**src/rtl/chip8_seq.sv**
```systemverilog
// CHIP-8 instruction sequencer: fetches big-endian opcodes, hands them to decode/execute,
// and owns the program counter and the return-address stack.
module chip8_seq #(
    parameter logic [11:0] PC_RESET    = 12'h200,
    parameter int unsigned STACK_DEPTH = 16
) (
    input  logic        clk,
    input  logic        rst,
    input  logic        run_i,
    output logic        mem_rd_o,
    output logic [11:0] mem_addr_o,
    input  logic [7:0]  mem_rdata_i,
    output logic [15:0] instr_o,
    input  logic [5:0]  dec_op_i,
    output logic        exec_start_o,
    input  logic        exec_done_i,
    input  logic [2:0]  pc_op_i,
    input  logic [11:0] pc_target_i,
    output logic [11:0] pc_o,
    output logic [4:0]  sp_o,
    output logic        busy_o,
    output logic        fault_o,
    output logic [1:0]  fault_code_o
);

    localparam int unsigned SpW   = (STACK_DEPTH > 1) ? $clog2(STACK_DEPTH) : 1;
    localparam logic [4:0]  SpMax = 5'(STACK_DEPTH);

    localparam logic [2:0] PcNext = 3'd0;
    localparam logic [2:0] PcSkip = 3'd1;
    localparam logic [2:0] PcJump = 3'd2;
    localparam logic [2:0] PcCall = 3'd3;
    localparam logic [2:0] PcRet  = 3'd4;

    localparam logic [1:0] FaultIllegal   = 2'd1;
    localparam logic [1:0] FaultOverflow  = 2'd2;
    localparam logic [1:0] FaultUnderflow = 2'd3;

    typedef enum logic [2:0] {
        StIdle,
        StFetchHi,
        StFetchLo,
        StLatch,
        StDecode,
        StDispatch,
        StExec,
        StHalt
    } state_e;

    state_e      state_q, state_d;
    logic [11:0] pc_q, pc_d;
    logic [4:0]  sp_q, sp_d;
    logic [15:0] instr_q, instr_d;
    logic        fault_q, fault_d;
    logic [1:0]  code_q, code_d;

    logic        push;
    logic [11:0] pc_plus2;
    logic [4:0]  sp_m1;
    logic [11:0] stack_q [STACK_DEPTH];

    assign pc_plus2 = pc_q + 12'd2;
    assign sp_m1    = sp_q - 5'd1;

    always_comb begin
        state_d      = state_q;
        pc_d         = pc_q;
        sp_d         = sp_q;
        instr_d      = instr_q;
        fault_d      = fault_q;
        code_d       = code_q;
        push         = 1'b0;
        mem_rd_o     = 1'b0;
        mem_addr_o   = 12'h000;
        exec_start_o = 1'b0;

        case (state_q)
            StIdle: begin
                if (run_i) begin
                    state_d = StFetchHi;
                end
            end
            StFetchHi: begin
                mem_rd_o   = 1'b1;
                mem_addr_o = pc_q;
                state_d    = StFetchLo;
            end
            StFetchLo: begin
                instr_d[15:8] = mem_rdata_i;
                mem_rd_o      = 1'b1;
                mem_addr_o    = pc_q + 12'd1;
                state_d       = StLatch;
            end
            StLatch: begin
                instr_d[7:0] = mem_rdata_i;
                state_d      = StDecode;
            end
            StDecode: begin
                // Decoder output is registered; give it one cycle to settle.
                state_d = StDispatch;
            end
            StDispatch: begin
                if (dec_op_i == 6'd0) begin
                    fault_d = 1'b1;
                    code_d  = FaultIllegal;
                    state_d = StHalt;
                end else begin
                    exec_start_o = 1'b1;
                    state_d      = StExec;
                end
            end
            StExec: begin
                if (exec_done_i) begin
                    state_d = run_i ? StFetchHi : StIdle;
                    case (pc_op_i)
                        PcSkip: pc_d = pc_q + 12'd4;
                        PcJump: pc_d = pc_target_i;
                        PcCall: begin
                            if (sp_q == SpMax) begin
                                fault_d = 1'b1;
                                code_d  = FaultOverflow;
                                state_d = StHalt;
                            end else begin
                                push = 1'b1;
                                sp_d = sp_q + 5'd1;
                                pc_d = pc_target_i;
                            end
                        end
                        PcRet: begin
                            if (sp_q == 5'd0) begin
                                fault_d = 1'b1;
                                code_d  = FaultUnderflow;
                                state_d = StHalt;
                            end else begin
                                sp_d = sp_m1;
                                pc_d = stack_q[sp_m1[SpW-1:0]];
                            end
                        end
                        default: pc_d = pc_plus2;
                    endcase
                end
            end
            StHalt: begin
                state_d = StHalt;
            end
            default: begin
                state_d = StIdle;
            end
        endcase
    end

    always_ff @(posedge clk or posedge rst) begin
        if (rst) begin
            state_q <= StIdle;
            pc_q    <= PC_RESET;
            sp_q    <= 5'd0;
            instr_q <= 16'h0000;
            fault_q <= 1'b0;
            code_q  <= 2'd0;
        end else begin
            state_q <= state_d;
            pc_q    <= pc_d;
            sp_q    <= sp_d;
            instr_q <= instr_d;
            fault_q <= fault_d;
            code_q  <= code_d;
        end
    end

    // Return-address storage is deliberately left unreset; sp alone defines validity.
    always_ff @(posedge clk) begin
        if (push) begin
            stack_q[sp_q[SpW-1:0]] <= pc_plus2;
        end
    end

    assign instr_o      = instr_q;
    assign pc_o         = pc_q;
    assign sp_o         = sp_q;
    assign busy_o       = (state_q != StIdle) && (state_q != StHalt);
    assign fault_o      = fault_q;
    assign fault_code_o = code_q;

endmodule

```
**config.mk**
```make
export PLATFORM = sky130hd
export DESIGN_NAME = chip8_seq
export DESIGN_NICKNAME = d
export VERILOG_FILES = /design/src/rtl/chip8_seq.sv
export SDC_FILE = /design/constraint.sdc
export NUM_CORES = 1
export LEC_CHECK = 0
export BUFFER_PORTS_ARGS = -buffer_cell sky130_fd_sc_hd__clkbuf_2
export CAP_MARGIN = 15
export CORE_ASPECT_RATIO = 1.1
export CORE_MARGIN = 10
export CORE_UTILIZATION = 55
export DETAILED_ROUTE_END_ITERATION = 10
export PLACE_DENSITY_LB_ADDON = 0.3
export SETUP_SLACK_MARGIN = 0.5
export SLEW_MARGIN = 5
export SYNTH_ARGS = -nofsm -noshare
export SYNTH_HDL_FRONTEND = slang
export SYNTH_SLANG_ARGS = --single-unit
export TNS_END_PERCENT = 1
```
**constraint.sdc**
```tcl
create_clock -name clk -period 6.25 [get_ports clk]
set_input_delay 0 -clock clk [delete_from_list [all_inputs] [get_ports clk]]
set_output_delay 0 -clock clk [all_outputs]
set_load 0.005 [all_outputs]
```
==> flow_metrics.py <==
metrics = {
    "floorplanning": {
        "rows": 52,
        "die_y_um": 163,
        "dieArea_mm2": 0.0245,
        "fp.dieW_um": 150,
        "coreArea_mm2": 0.0183,
        "boundaryPins": 84,
        "start_util_pct": 55.7,
    },
    "grt": {
        "grt_usage_pct": 19.5,
        "grt_pass1_wl_um": 36800,
        "grt_antenna_before_repair": 0,
        "overflow": 0,
        "grt_max_degree": 54,
        "grt_pass1_vias": 6256,
    },
    "pwr": {
        "p_per_area_mw_per_mm2": 459,
        "leakagePower_nw": 4.30,
        "ir_drop_v": 0.000222,
        "finalPower_mw": 5.47,
    },
    "finish": {
        "fin_area_mm2": 0.0119,
        "syn_to_final_growth_pct": 16.6,
        "final_core_util_pct": 65.0,
        "regArea_mm2": 0.00674,
        "fillCellCount": 1266,
        "drive_gt1_share_pct": 27.2,
        "nNetsFinal": 805,
        "multi_input_area_mm2": 0.00325,
        "diodes": 0,
    },
    "synthesis": {
        "async_reset_ff_share_pct": 16.9,
        "synth_ff_type": "edfxtp_1",
        "syn_nets": 688,
        "syn_inst": 647,
        "synth_largest_area_cell": "edfxtp_1",
        "synth_area_mm2": 0.0102,
        "synth_warnings": 0,
        "syn-mean-instance-area_um2": 15.8,
        "synth_seq_area_share_pct": 65.9,
        "synth_edf_count": 192,
        "synth_cell_type_count": 65,
        "synth-seq-cells": 231,
        "netlist_top_cells_area": "edfxtp_1 (56%), mux4_2 (9.9%), dfrtp_1 (9.3%), mux4_1 (3.1%), nand2_1 (2.6%)",
        "synth_top_area_share_pct": 56.4,
    },
    "run_status": {
        "status": "finished clean",
    },
    "clock_tree": {
        "cts_tree": "done",
        "cts_max_level": 1,
        "root_buffer": "clkbuf_16",
        "cts_made_buffers": 23,
        "cts.sink_count": 231,
        "cts_resized": 0,
        "clkTransAtPathRegs_ps": 60,
        "hold_buffers": 29,
        "cts_max_path_buffers": 3,
        "post-cts-setup-buffer-count": 0,
        "clock_latency_ps": 510,
    },
    "routing": {
        "final_antenna_net_count": 0,
        "vias": 6308,
        "drtIter0Drc": 453,
        "wire_per_inst_um": 24.1,
        "routed_wl_um": 24600,
        "dr.pass1.iters": 5,
        "via_per_inst": 6.17,
        "drc": 0,
    },
    "worst_hold_path": {
        "hp-class": "input port to flop",
        "hp-start": "pc_op_i[1]",
    },
    "place": {
        "gp_congestion": 0.883,
        "portBuffers": 83,
        "place_area_mm2": 0.0108,
        "hpwl_um": 15100,
    },
    "sta": {
        "finalCritPeriodShare_pct": 48.8,
        "fmax_ghz": 0.328,
        "hold_viol_final": 0,
        "period_needed_ps": 3050,
        "whs_ps": 66.0,
        "fin_tns_setup_ps": 0,
        "tightest_slew_ps": 1050,
        "drv_slew": 0,
        "rsz0062_at_grt": "no",
        "fin_skew_ps": 7.12,
        "slew_headroom_pct": 29.6,
        "setup_viol": 0,
    },
    "worst_setup_path": {
        "worstPathMaxFanout": 14,
        "r2r_start": "sp_o[2]",
        "arrival_ps": 3180,
        "critPathRequiredTime_ps": 6380,
        "critPathLaunch": "sp_o[2]",
        "crit_path_start_kind": "flop",
        "critPathKind": "flop to flop",
        "crit_path_end_kind": "flop",
    },
    "job": {
        "maxCapViolCount": 0,
    },
}
-- worst paths after layout --
kind,endpoint,slack [ps],cells past startpoint
worst min register to register,fault_o,480,1
worst max-delay path,stack_q[8][4],3200,5
worst min-delay path,pc_o[4],70,4
worst max register to register,stack_q[8][4],3200,5
max in group asynchronous,sp_o[0],5720,4
min in group asynchronous,fault_o,160,4
-- metal layers --
metal / GRT usage [%] / wire, um / vias to the layer above / share of wire (%)
met5: 0 / 0 / - / 0
met2: 33.6 / 12500 / 334 / 51
met1: 24.5 / 9390 / 3176 / 38
met4: 5.13 / 428 / 0 / 1.7
met3: 4.20 / 2310 / 40 / 9.4
li1: - / - / 2758 / -
-- where the power goes --
| group | internal, mW | total, mW | leakage [nW] | switching, mW |
|---|---|---|---|---|
| Sequential | 2.00 | 2.22 | 2.19 | 0.217 |
| Combinational | 0.893 | 1.94 | 1.76 | 1.05 |
| Clock | 0.754 | 1.31 | 0.344 | 0.559 |
| Total | 3.65 | 5.47 | 4.30 | 1.82 |
-- cell type report --
cell class,instances,share of cell area (%)
clock buffers,24,4.86
well taps,243,2.55
inverters,13,0.409
repair buffers,131,7.20
multi-input cells,364,27.3
flip-flops and latches,231,56.6
clock inverters,17,1.14
-- cells in the mapped netlist, types with 3 or more instances --
library cell    n
edfxtp_1      192
nand2_1        71
mux4_2         45
dfrtp_1        38
nor2_1         36
o21ai_0        31
clkbuf_1       21
a21oi_1        16
nor3_1         15
xnor2_1        14
inv_1          13
mux4_1         12
nand3_1        12
mux2_2         10
ha_1            8
mux2i_1         7
xor2_1          7
nand4_1         6
a31oi_1         5
buf_4           5
nand2b_1        5
o211ai_1        5
o21a_1          5
and3_1          4
buf_6           4
o31ai_1         4
and2_1          3
nor2b_1         3
o2111ai_1       3
-- layout by cell type, fill, tap and decap left out, drive strengths merged, types with 7 or more instances in the layout --
cell	Yosys	final
a21oi	16	16
buf	14	19
clkbuf	23	107
clkinv	0	12
dfrtp	38	38
dlygate4sd3	0	29
edfxtp	192	192
ha	8	8
inv	13	14
mux2	10	10
mux2i	7	7
mux4	57	57
nand2	71	71
nand3	12	12
nor2	37	37
nor3	16	16
o21ai	33	33
xnor2	14	14
xor2	7	7
-- registers in the layout, indices dropped and copies added, names as in the netlist --
name,cells
sp_o,5
fault_code_o,2
fault_o,1
instr_o,16
state_q,3
pc_o,12
stack_q,192
-- cells by family (layout without fill, tap and decap cells) --
family	count (synthesis)	count (layout)	synth area share [%]
AO/OA/AOI/OAI	93	93	5.96
adder cells (fa/ha/maj)	8	8	0.979
buffers and inverters	52	185	3.03
XOR/XNOR	21	21	1.80
AND/OR/NAND/NOR	168	168	7.50
flip-flops	231	231	65.9
multiplexers	74	74	14.8
-- stage by stage --
stage	setup slack, ps	std cells
final	3200	1023
after global routing	3020	1023
after CTS	2900	1018
after global placement	3030	948
after floorplan	3230	647
after detailed placement	2960	948
-- worst max-delay path: stages (launching register included) --
cell	delay, ps
dfrtp_1	710
nor2_1	200
and3_1	240
nor3_1	420
nand2_1	290
nor2_2	800
No activity file was read; power rests on OpenSTA's default activity.
